## src/rtl/fp_pkg.sv

```systemverilog
// Shared types and helpers for the floating-point datapath (divider and multiplier).
package fp_pkg;

  typedef enum logic [1:0] {
    IDLE,
    DIV,
    RND,
    DONE
  } fp_state_e;

  typedef enum logic [1:0] {
    ZERO,
    NORM,
    INF,
    NAN
  } fp_class_e;

  // Bit positions inside the 4-bit flags vector {invalid, div_by_zero, overflow, underflow}
  localparam int FLAG_INVALID     = 3;
  localparam int FLAG_DIV_BY_ZERO = 2;
  localparam int FLAG_OVERFLOW    = 1;
  localparam int FLAG_UNDERFLOW   = 0;

  function automatic int fp_bias(input int exp_w);
    return (1 << (exp_w - 1)) - 1;
  endfunction

endpackage

```

## src/rtl/fp_div_iter_classify.sv

```systemverilog
// Operand classifier: splits an IEEE-style word into fields and tags it.
// Subnormals are flushed to zero.
module fp_classify
  import fp_pkg::*;
#(
  parameter int EXP_W  = 8,
  parameter int FRAC_W = 23
) (
  input  logic [EXP_W+FRAC_W:0] op_i,
  output fp_class_e             cls_o,
  output logic                  sign_o,
  output logic [EXP_W-1:0]      exp_o,
  output logic [FRAC_W:0]       mant_o
);

  logic [FRAC_W-1:0] frac;

  assign sign_o = op_i[EXP_W+FRAC_W];
  assign exp_o  = op_i[EXP_W+FRAC_W-1:FRAC_W];
  assign frac   = op_i[FRAC_W-1:0];
  assign mant_o = {1'b1, frac};

  // Tag the operand from its exponent/fraction pattern
  always_comb begin
    cls_o = NORM;
    if (exp_o == '0) begin
      cls_o = ZERO;
    end else if (&exp_o) begin
      cls_o = (frac == '0) ? INF : NAN;
    end
  end

endmodule

```

## src/rtl/fp_div_iter.sv

```systemverilog
// Iterative floating-point divider: one restoring quotient bit per cycle,
// round-to-nearest-even, flush-to-zero on subnormal inputs and results.
module fp_div_iter
  import fp_pkg::*;
#(
  parameter int  EXP_W  = 8,
  parameter int  FRAC_W = 23,
  localparam int W      = 1 + EXP_W + FRAC_W
) (
  input  logic         clk,
  input  logic         rst_n,
  input  logic         in_valid,
  output logic         in_ready,
  input  logic [W-1:0] a,
  input  logic [W-1:0] b,
  output logic         out_valid,
  input  logic         out_ready,
  output logic [W-1:0] quotient,
  output logic [3:0]   flags
);

  localparam int QW    = FRAC_W + 4;
  localparam int EW    = EXP_W + 2;
  localparam int CNT_W = $clog2(FRAC_W + 4);
  localparam logic [CNT_W-1:0]     CNT_LAST = CNT_W'(FRAC_W + 3);
  localparam logic signed [EW-1:0] BIAS_E   = EW'(fp_bias(EXP_W));
  localparam logic signed [EW-1:0] MAX_E    = EW'((1 << EXP_W) - 1);
  localparam logic signed [EW-1:0] ONE_E    = EW'(1);
  localparam logic signed [EW-1:0] ZERO_E   = '0;
  localparam logic [W-1:0] QNAN = {1'b0, {EXP_W{1'b1}}, 1'b1, {(FRAC_W-1){1'b0}}};

  fp_class_e         cls_a, cls_b;
  logic              sgn_a, sgn_b;
  logic [EXP_W-1:0]  exp_a, exp_b;
  logic [FRAC_W:0]   mant_a, mant_b;

  fp_classify #(.EXP_W(EXP_W), .FRAC_W(FRAC_W)) u_cls_a (
    .op_i(a), .cls_o(cls_a), .sign_o(sgn_a), .exp_o(exp_a), .mant_o(mant_a)
  );

  fp_classify #(.EXP_W(EXP_W), .FRAC_W(FRAC_W)) u_cls_b (
    .op_i(b), .cls_o(cls_b), .sign_o(sgn_b), .exp_o(exp_b), .mant_o(mant_b)
  );

  fp_state_e          state_q, state_d;
  logic               sign_q, sign_d;
  logic [EXP_W-1:0]   ea_q, ea_d, eb_q, eb_d;
  logic [FRAC_W:0]    mb_q, mb_d;
  logic [FRAC_W+1:0]  rem_q, rem_d;
  logic [QW-1:0]      q_q, q_d;
  logic [CNT_W-1:0]   cnt_q, cnt_d;
  logic [W-1:0]       quot_q, quot_d;
  logic [3:0]         flags_q, flags_d;

  logic                   ge;
  logic [FRAC_W:0]        trial;
  logic signed [EW-1:0]   e_base, e_adj, e_fin;
  logic [FRAC_W-1:0]      frac_t, frac_r;
  logic [FRAC_W:0]        frac_sum;
  logic                   guard, sticky, round_up;
  logic [W-1:0]           rnd_result;
  logic [3:0]             rnd_flags;

  // Normalise the raw quotient, round to nearest even and range-check the exponent
  always_comb begin
    e_base = $signed({2'b00, ea_q}) - $signed({2'b00, eb_q}) + BIAS_E;
    if (q_q[QW-1]) begin
      frac_t = q_q[QW-2:3];
      guard  = q_q[2];
      sticky = (|q_q[1:0]) | (|rem_q);
      e_adj  = e_base;
    end else begin
      frac_t = q_q[QW-3:2];
      guard  = q_q[1];
      sticky = q_q[0] | (|rem_q);
      e_adj  = e_base - ONE_E;
    end
    round_up = guard & (sticky | frac_t[0]);
    frac_sum = {1'b0, frac_t} + (FRAC_W+1)'(round_up);
    frac_r   = frac_sum[FRAC_W-1:0];
    e_fin    = frac_sum[FRAC_W] ? e_adj + ONE_E : e_adj;
    rnd_result = {sign_q, e_fin[EXP_W-1:0], frac_r};
    rnd_flags  = '0;
    if (e_fin >= MAX_E) begin
      rnd_result = {sign_q, {EXP_W{1'b1}}, {FRAC_W{1'b0}}};
      rnd_flags[FLAG_OVERFLOW] = 1'b1;
    end else if (e_fin <= ZERO_E) begin
      rnd_result = {sign_q, {(W-1){1'b0}}};
      rnd_flags[FLAG_UNDERFLOW] = 1'b1;
    end
  end

  // Next-state logic: accept/special-case decode, restoring iteration, result hand-off
  always_comb begin
    state_d = state_q;
    sign_d  = sign_q;
    ea_d    = ea_q;
    eb_d    = eb_q;
    mb_d    = mb_q;
    rem_d   = rem_q;
    q_d     = q_q;
    cnt_d   = cnt_q;
    quot_d  = quot_q;
    flags_d = flags_q;

    // Remainder stays below 2*mb, so the difference always fits FRAC_W+1 bits when taken
    ge    = rem_q >= {1'b0, mb_q};
    trial = rem_q[FRAC_W:0] - mb_q;

    case (state_q)
      IDLE: begin
        if (in_valid) begin
          sign_d  = sgn_a ^ sgn_b;
          ea_d    = exp_a;
          eb_d    = exp_b;
          mb_d    = mant_b;
          rem_d   = {1'b0, mant_a};
          q_d     = '0;
          cnt_d   = '0;
          flags_d = '0;
          state_d = DONE;
          if (cls_a == NAN || cls_b == NAN) begin
            quot_d = QNAN;
          end else if ((cls_a == INF && cls_b == INF) || (cls_a == ZERO && cls_b == ZERO)) begin
            quot_d = QNAN;
            flags_d[FLAG_INVALID] = 1'b1;
          end else if (cls_a == INF) begin
            quot_d = {sgn_a ^ sgn_b, {EXP_W{1'b1}}, {FRAC_W{1'b0}}};
          end else if (cls_b == INF) begin
            quot_d = {sgn_a ^ sgn_b, {(W-1){1'b0}}};
          end else if (cls_b == ZERO) begin
            quot_d = {sgn_a ^ sgn_b, {EXP_W{1'b1}}, {FRAC_W{1'b0}}};
            flags_d[FLAG_DIV_BY_ZERO] = 1'b1;
          end else if (cls_a == ZERO) begin
            quot_d = {sgn_a ^ sgn_b, {(W-1){1'b0}}};
          end else begin
            state_d = DIV;
          end
        end
      end
      DIV: begin
        q_d   = {q_q[QW-2:0], ge};
        rem_d = ge ? {trial, 1'b0} : {rem_q[FRAC_W:0], 1'b0};
        if (cnt_q == CNT_LAST) begin
          state_d = RND;
        end else begin
          cnt_d = cnt_q + CNT_W'(1);
        end
      end
      RND: begin
        quot_d  = rnd_result;
        flags_d = rnd_flags;
        state_d = DONE;
      end
      DONE: begin
        if (out_ready) begin
          state_d = IDLE;
        end
      end
      default: state_d = IDLE;
    endcase
  end

  // State and datapath registers; reset discards any operation in flight
  always_ff @(posedge clk or negedge rst_n) begin
    if (!rst_n) begin
      state_q <= IDLE;
      sign_q  <= 1'b0;
      ea_q    <= '0;
      eb_q    <= '0;
      mb_q    <= '0;
      rem_q   <= '0;
      q_q     <= '0;
      cnt_q   <= '0;
      quot_q  <= '0;
      flags_q <= '0;
    end else begin
      state_q <= state_d;
      sign_q  <= sign_d;
      ea_q    <= ea_d;
      eb_q    <= eb_d;
      mb_q    <= mb_d;
      rem_q   <= rem_d;
      q_q     <= q_d;
      cnt_q   <= cnt_d;
      quot_q  <= quot_d;
      flags_q <= flags_d;
    end
  end

  assign in_ready  = (state_q == IDLE);
  assign out_valid = (state_q == DONE);
  assign quotient  = quot_q;
  assign flags     = flags_q;

endmodule

```

## config.mk

```make
export PLATFORM = sky130hd
export DESIGN_NAME = fp_div_iter
export DESIGN_NICKNAME = d
export VERILOG_FILES = /design/src/rtl/fp_pkg.sv /design/src/rtl/fp_div_iter_classify.sv /design/src/rtl/fp_div_iter.sv
export SDC_FILE = /design/constraint.sdc
export NUM_CORES = 1
export LEC_CHECK = 0
export CAP_MARGIN = 15
export CORE_MARGIN = 10
export CORE_UTILIZATION = 62
export DETAILED_ROUTE_END_ITERATION = 7
export PLACE_DENSITY = 0.87
export SLEW_MARGIN = 15
export SYNTH_ARGS = -nofsm -noshare
export SYNTH_HDL_FRONTEND = slang
export SYNTH_SLANG_ARGS = --single-unit
```

## constraint.sdc

```tcl
create_clock -name clk -period 7 [get_ports clk]
set_input_delay 1.75 -clock clk [delete_from_list [all_inputs] [get_ports clk]]
set_output_delay 1.75 -clock clk [all_outputs]
set_load 0.01 [all_outputs]
```

==> out/qor.txt, run 1 <==
RD Place Congestion: 0.933
Pwr Density: 603 mW/mm²
Outcome: finished, final reports clean
Avg Inst Size Synth: 9.34 µm²
Most frequent cells in the layout: dfrtp_1, clkdlybuf4s50_1, o21ai_0, a21oi_1, nand2_1
Crit path cell chain: clkdlybuf4s50_1 -> or4_1 -> nor2_1 -> nor3_1 -> nand3_1 -> nand2_1 -> o41ai_1 -> a21boi_0 -> o22ai_1
# rows: 44
Die W: 142 µm
Largest net degree at the start of global routing: 85
Fmax achieved: 0.188 GHz
Worst-path clk slew: 0.06 ns
Pre-CTS setup slack: 1.32 ns
Initial DRC Count: 782
Non-filler cells, final: 1,269
Global-route wire length before repair: 39,600 µm
Via-per-instance ratio: 6.37
Gr ovfl total: 0
Max-slew violations: 0
Netlist cell types: 83
Critical-path top delay cell: o41ai_1
CTS root buf: clkbuf_16
Routed len/inst: 19.1 µm
Core Footprint: 0.0145 mm²
Fin nets: 1,184
# IOs: 106
Final Hold Violating Endpoints: 0
Max_slew headroom: 22.3%
WL final: 24,200 µm
Worst Hold Depth: 2
FF-to-FF path depth: 13
Peak VDD IR: 0.000453 V
Initial DRT Pass Iterations: 5
Starting Density: 63.2%
Most common cell after layout, fill and taps aside: dfrtp_1
Finish-stage setup viols: 0
FF/Latch Area: 0.00340 mm²
Post-synth EDFFs: 0
Die height: 142 µm
Postcts setup bufs: 0
Setup Crit Path Kind: in2reg
Synth Cell Area: 0.00919 mm²
Slowest stage delay, CP: 1.03 ns
Antenna Violating Nets Remaining: 0
Placed insts: 1,237
Pleak: 4.56 nW
Synth Instances: 984
Tcrit/Tclk final: 76.1%
Via count: 8,084
Synthesis-stage register bit count: 136
H-tree levels: 4
Initial antenna violation count: 0
Clk sink count: 136
I/O Buffers: 105
Number of global-route vias before repair: 7,908
Fillers: 1,041
Worst Setup End Kind: register
Maximum clock path buffer count: 2
CTS buffer count: 17
Required time of the worst setup path: 7.28 ns
Crit Path Max Fanout: 25
HP Class: reg2reg
Post-Syn Nets: 1,096
Ys flop type: dfrtp_1
Ys Warns: 0
Post_cts resized: 0
Dpl hpwl: 17,700 µm
Die area: 0.0201 mm²
GR Util All Layers: 23.9%
DRC: 0
Asr flop ratio synth: 100%
Setup TNS: 0 ns
Area grow syn2layout: 19.0%
Clk_lat worst skew: 0.43 ns
Sequential-to-total area share from yosys stat: 37.0%
Clock Skew: 0.00616 ns
MaxCap Viol Count: 0
Antenna diodes: 0
RSZ-0062 raised after global routing: no
Critical path launch point type: primary input
Tmin final: 5.33 ns
Multi-input logic area: 0.00539 mm²
CTS tree: built
Final worst slack: 1.67 ns
Layout cells sized above 1: 10.2%
Actual slew at the worst max-slew pin: 1.17 ns
CP arrival: 5.61 ns
Hold buffer count at CTS: 0
==> final timing paths <==
path	slack (ns)	end	from
max	1.67	quotient[26]	b[28]
min	0.46	mb_q[23]	mb_q[23]
max reg2reg	2.24	quotient[4]	eb_q[0]
min reg2reg	0.46	mb_q[23]	mb_q[23]
max in group asynchronous	4.45	rem_q[17]	rst_n
min in group asynchronous	1.36	quotient[22]	rst_n
==> stage by stage <==
stage               power (mW)  utilization, %  area [µm²]  hold WS (ns)
detailed placement        5.53            71.0       10300         0.449
floorplan                 4.59               -        9190         0.418
finish                    6.59            75.2       10900         0.465
global route              7.10            75.2       10900         0.499
CTS                       6.53            75.2       10900         0.463
global placement          5.40            71.0       10300         0.437
==> power breakdown <==
group | internal [mW] | total [mW] | switching [mW]
Combinational | 1.82 | 4.34 | 2.52
Sequential | 1.06 | 1.31 | 0.251
Clock | 0.570 | 0.932 | 0.361
Total | 3.45 | 6.59 | 3.13
==> logic make-up (layout without fill, tap and decap cells) <==
kind of cell             count (synthesis)  in the layout  share of synthesized area (%)
adder cells (fa/ha/maj)                 44             44                           6.16
XOR/XNOR                                71             71                           7.11
multiplexers                            71             71                           8.36
flip-flops                             136            136                           37.0
AO/OA/AOI/OAI                          278            278                           20.2
buffers and inverters                   96            197                           4.45
AND/OR/NAND/NOR                        288            288                           16.7
==> synth_stat cells, drive strengths merged (6+ instances only) <==
cell type,n,area (µm²)
xnor2,47,412
ha,42,526
a21boi,6,45.0
inv,54,203
xor2,23,216
nand3,18,95.1
and2,7,46.3
dfrtp,136,3400
mux2i,25,250
mux2,46,518
or2,6,40.0
nor2b,9,56.3
a21o,12,91.3
o21ai,72,364
nand4,21,131
or3,12,77.6
nor3b,20,150
a21oi,70,350
buf,8,63.8
nand2,65,244
clkbuf,32,125
nor3,18,95.1
o22ai,8,50.1
o21a,8,60.1
nand2b,9,56.3
nor2,61,229
a31oi,7,43.8
a22o,46,403
nor4,24,150
==> state kept, by name, indices dropped and copies added, names as in the netlist <==
| signal | count |
|---|---|
| cnt_q | 5 |
| ea_q | 8 |
| rem_q | 25 |
| eb_q | 8 |
| quotient | 32 |
| sign_q | 1 |
| mb_q | 24 |
| q_q | 27 |
| state_q | 2 |
| flags | 4 |
==> critical path, delay by kind of cell <==
kind | cells | cell delay (ns)
simple gates | 5 | 1.58
buf+inv | 1 | 0.47
compound gates | 3 | 1.80
==> final cells by class <==
| class | instances | area share (%) |
|---|---|---|
| multi-input combinational | 752 | 49.3 |
| sequential | 136 | 31.1 |
| timing repair buffer | 111 | 10.0 |
| clock buffer | 18 | 4.02 |
| tap | 184 | 2.11 |
| inverter | 54 | 1.85 |
| clock inverter | 14 | 1.58 |
==> layer usage <==
| layer | global-route usage (%) | share of wire [%] | wire, µm |
|---|---|---|---|
| met5 | 0 | 0 | 0 |
| met2 | 39.8 | 49 | 11800 |
| met3 | 4.77 | 6.2 | 1510 |
| met1 | 29.8 | 42 | 10200 |
| met4 | 9.47 | 2.8 | 678 |
Note: power is estimated with default switching activity, not from simulation.
==> inputs of run 2 (changes only) <==
CORE_UTILIZATION = 57   (was 62)
PLACE_DENSITY = 0.81   (was 0.87)
clock period = 5.4 ns   (was 7 ns; I/O delays follow)
==> run 2 against run 1 <==
Compared with the run above: critical path depth rose by 5; utilization fell by 6.0 points; count of clock-buffer cells in the layout did not move; die area rose by 7.5%; highest routed layer unchanged; register-to-register slack got worse by 1.5 ns; routed wire length fell by 1.0%; final area rose by 0.17%; sequential cell count did not move; final cell count rose by 2.4%; worst setup slack got worse by 0.98 ns.
==> out/qor.txt, run 2 (synthesis results as in run 1) <==
Tmin final: 4.70 ns
Fmax achieved: 0.213 GHz
Setup TNS: 0 ns (unchanged)
Outcome: finished, final reports clean (unchanged)
# rows: 46 (was 44)
Max-slew violations: 0 (unchanged)
# IOs: 106 (unchanged)
RD Place Congestion: 0.940 (was 0.933)
Maximum clock path buffer count: 2 (unchanged)
Via count: 8,000 (was 8,084)
Final Hold Violating Endpoints: 0 (unchanged)
Worst Hold Depth: 2 (unchanged)
Multi-input logic area: 0.00539 mm² (unchanged)
Dpl hpwl: 17,400 µm (was 17,700 µm)
Reg-to-Reg Start: ea_q[0] (was eb_q[0])
Peak VDD IR: 0.000446 V (was 0.000453 V)
Crit Path Max Fanout: 22 (was 25)
Max_slew headroom: 22.1% (was 22.3%)
Setup Crit Path Kind: reg2reg (was in2reg)
Finish-stage setup viols: 0 (unchanged)
CP arrival: 5.01 ns (was 5.61 ns)
Initial DRC Count: 676 (was 782)
MaxCap Viol Count: 0 (unchanged)
CTS tree: built (unchanged)
Most frequent cells in the layout: dfrtp_1, clkdlybuf4s50_1, o21ai_0, a21oi_1, nand2_1 (unchanged)
Worst Setup End Kind: register (unchanged)
Die area: 0.0216 mm² (was 0.0201 mm²)
WHS: 0.464 ns (was 0.465 ns)
Fillers: 1,230 (was 1,041)
Antenna diodes: 0 (unchanged)
WHS Endpoint: mb_q[23] (unchanged)
Routed len/inst: 18.4 µm (was 19.1 µm)
Antenna Violating Nets Remaining: 0 (unchanged)
WL final: 24,000 µm (was 24,200 µm)
Worst-path clk slew: 0.06 ns (about the same)
Die W: 147 µm (was 142 µm)
Initial antenna violation count: 0 (unchanged)
Post-Route Utilization: 69.2% (was 75.2%)
Post_cts resized: 0 (unchanged)
I/O Buffers: 105 (unchanged)
DRC: 0 (unchanged)
Min-delay src: mb_q[23] (unchanged)
Via-per-instance ratio: 6.15 (was 6.37)
Postcts setup bufs: 0 (unchanged)
Die height: 147 µm (was 142 µm)
Max reg flops: 32 (unchanged)
CTS root buf: clkbuf_16 (unchanged)
Fin nets: 1,185 (was 1,184)
Gr ovfl total: 0 (unchanged)
FF/Latch Area: 0.00340 mm² (unchanged)
Pleak: 4.56 nW (about the same)
Hold buffer count at CTS: 0 (unchanged)
Clk_lat worst skew: 0.43 ns (about the same)
H-tree levels: 4 (unchanged)
Required time of the worst setup path: 5.71 ns (was 7.28 ns)
Critical path launch point type: register (was primary input)
GR Util All Layers: 21.5% (was 23.9%)
FF-to-FF path depth: 14 (was 13)
Pwr Density: 774 mW/mm² (was 603 mW/mm²)
Area grow syn2layout: 19.2% (was 19.0%)
Tcrit/Tclk final: 87.1%
CTS buffer count: 17 (unchanged)
Core Footprint: 0.0158 mm² (was 0.0145 mm²)
Post-layout power: 8.47 mW (was 6.59 mW)
Worst R2R Setup Slack: 0.70 ns (was 2.24 ns)
Largest net degree at the start of global routing: 104 (was 85)
RSZ-0062 raised after global routing: no (unchanged)
HP Class: reg2reg (unchanged)
Layout cells sized above 1: 10.1% (was 10.2%)
Global-route wire length before repair: 38,700 µm (was 39,600 µm)
Most common cell after layout, fill and taps aside: dfrtp_1 (unchanged)
Number of global-route vias before repair: 7,686 (was 7,908)
Starting Density: 58.0% (was 63.2%)
Clock Skew: 0.0105 ns (was 0.00616 ns)
Initial DRT Pass Iterations: 5 (unchanged)
Actual slew at the worst max-slew pin: 1.17 ns (about the same)
Clk sink count: 136 (unchanged)
Reg-to-Reg End: quotient[4] (unchanged)
-- run 2: changes by cell type in the layout (fill, tap and decap cells not counted) --
cell / previous run / this run
buf_4: 6 / 7
clkinv_2: 2 / 3
clkbuf_8: 1 / 0
inv_6: 2 / 1
clkinvlp_4: 5 / 3
clkbuf_1: 0 / 1
-- run 2: report_power, final --
| group | total, mW | switching [mW] | leakage, nW | internal (mW) |
|---|---|---|---|---|
| clock | 1.18 | 0.455 | 0.278 | 0.720 |
| sequential | 1.69 | 0.318 | 1.74 | 1.38 |
| combinational | 5.60 | 3.24 | 2.54 | 2.36 |
| total | 8.47 | 4.02 | 4.56 | 4.46 |
-- run 2: layout make-up --
| cell class | instances | share of cell area (%) |
|---|---|---|
| multi-input combinational | 752 | 49.2 |
| sequential | 136 | 31.1 |
| timing repair buffer | 112 | 10.1 |
| clock buffer | 18 | 3.92 |
| tap | 216 | 2.47 |
| inverter | 54 | 1.85 |
| clock inverter | 12 | 1.41 |
-- run 2: worst max-delay path by stage --
stage / start / end / cells past startpoint
floorplan: ea_q[0] / quotient[10] / 15
global placement: b[28] / quotient[23] / 10
detailed placement: b[28] / quotient[24] / 10
CTS: ea_q[0] / quotient[4] / 14
global route: ea_q[0] / quotient[4] / 13
finish: ea_q[0] / quotient[4] / 14
-- run 2: per-stage QoR --
step	instances	cell area, µm²	setup WS [ns]
floorplan	984	9190	1.26
global placement	1270	10400	0.624
detailed placement	1270	10400	0.518
CTS	1300	10900	0.740
global route	1300	11000	0.471
finish	1300	11000	0.696
-- run 2: metal layers --
metal,routed length (µm),global-route usage [%],vias up
li1,-,-,3798
met1,10700,27.9,3885
met2,11500,35.7,275
met3,1400,4.18,42
met4,458,6.05,0
met5,0,0,-
-- run 2: worst max-delay path, stage by stage, from the launching register on --
cell and delay (ns):
dfrtp_1 0.34, inv_1 0.04, ha_1 0.22, fa_1 0.53
ha_1 0.27, xor3_2 0.24, nand3_2 0.10, and2_4 0.19
or3_2 0.49, a2111o_1 0.36, a221oi_4 0.37, xor2_1 0.11
o32ai_1 0.61, and4bb_4 0.42, a32o_1 0.28
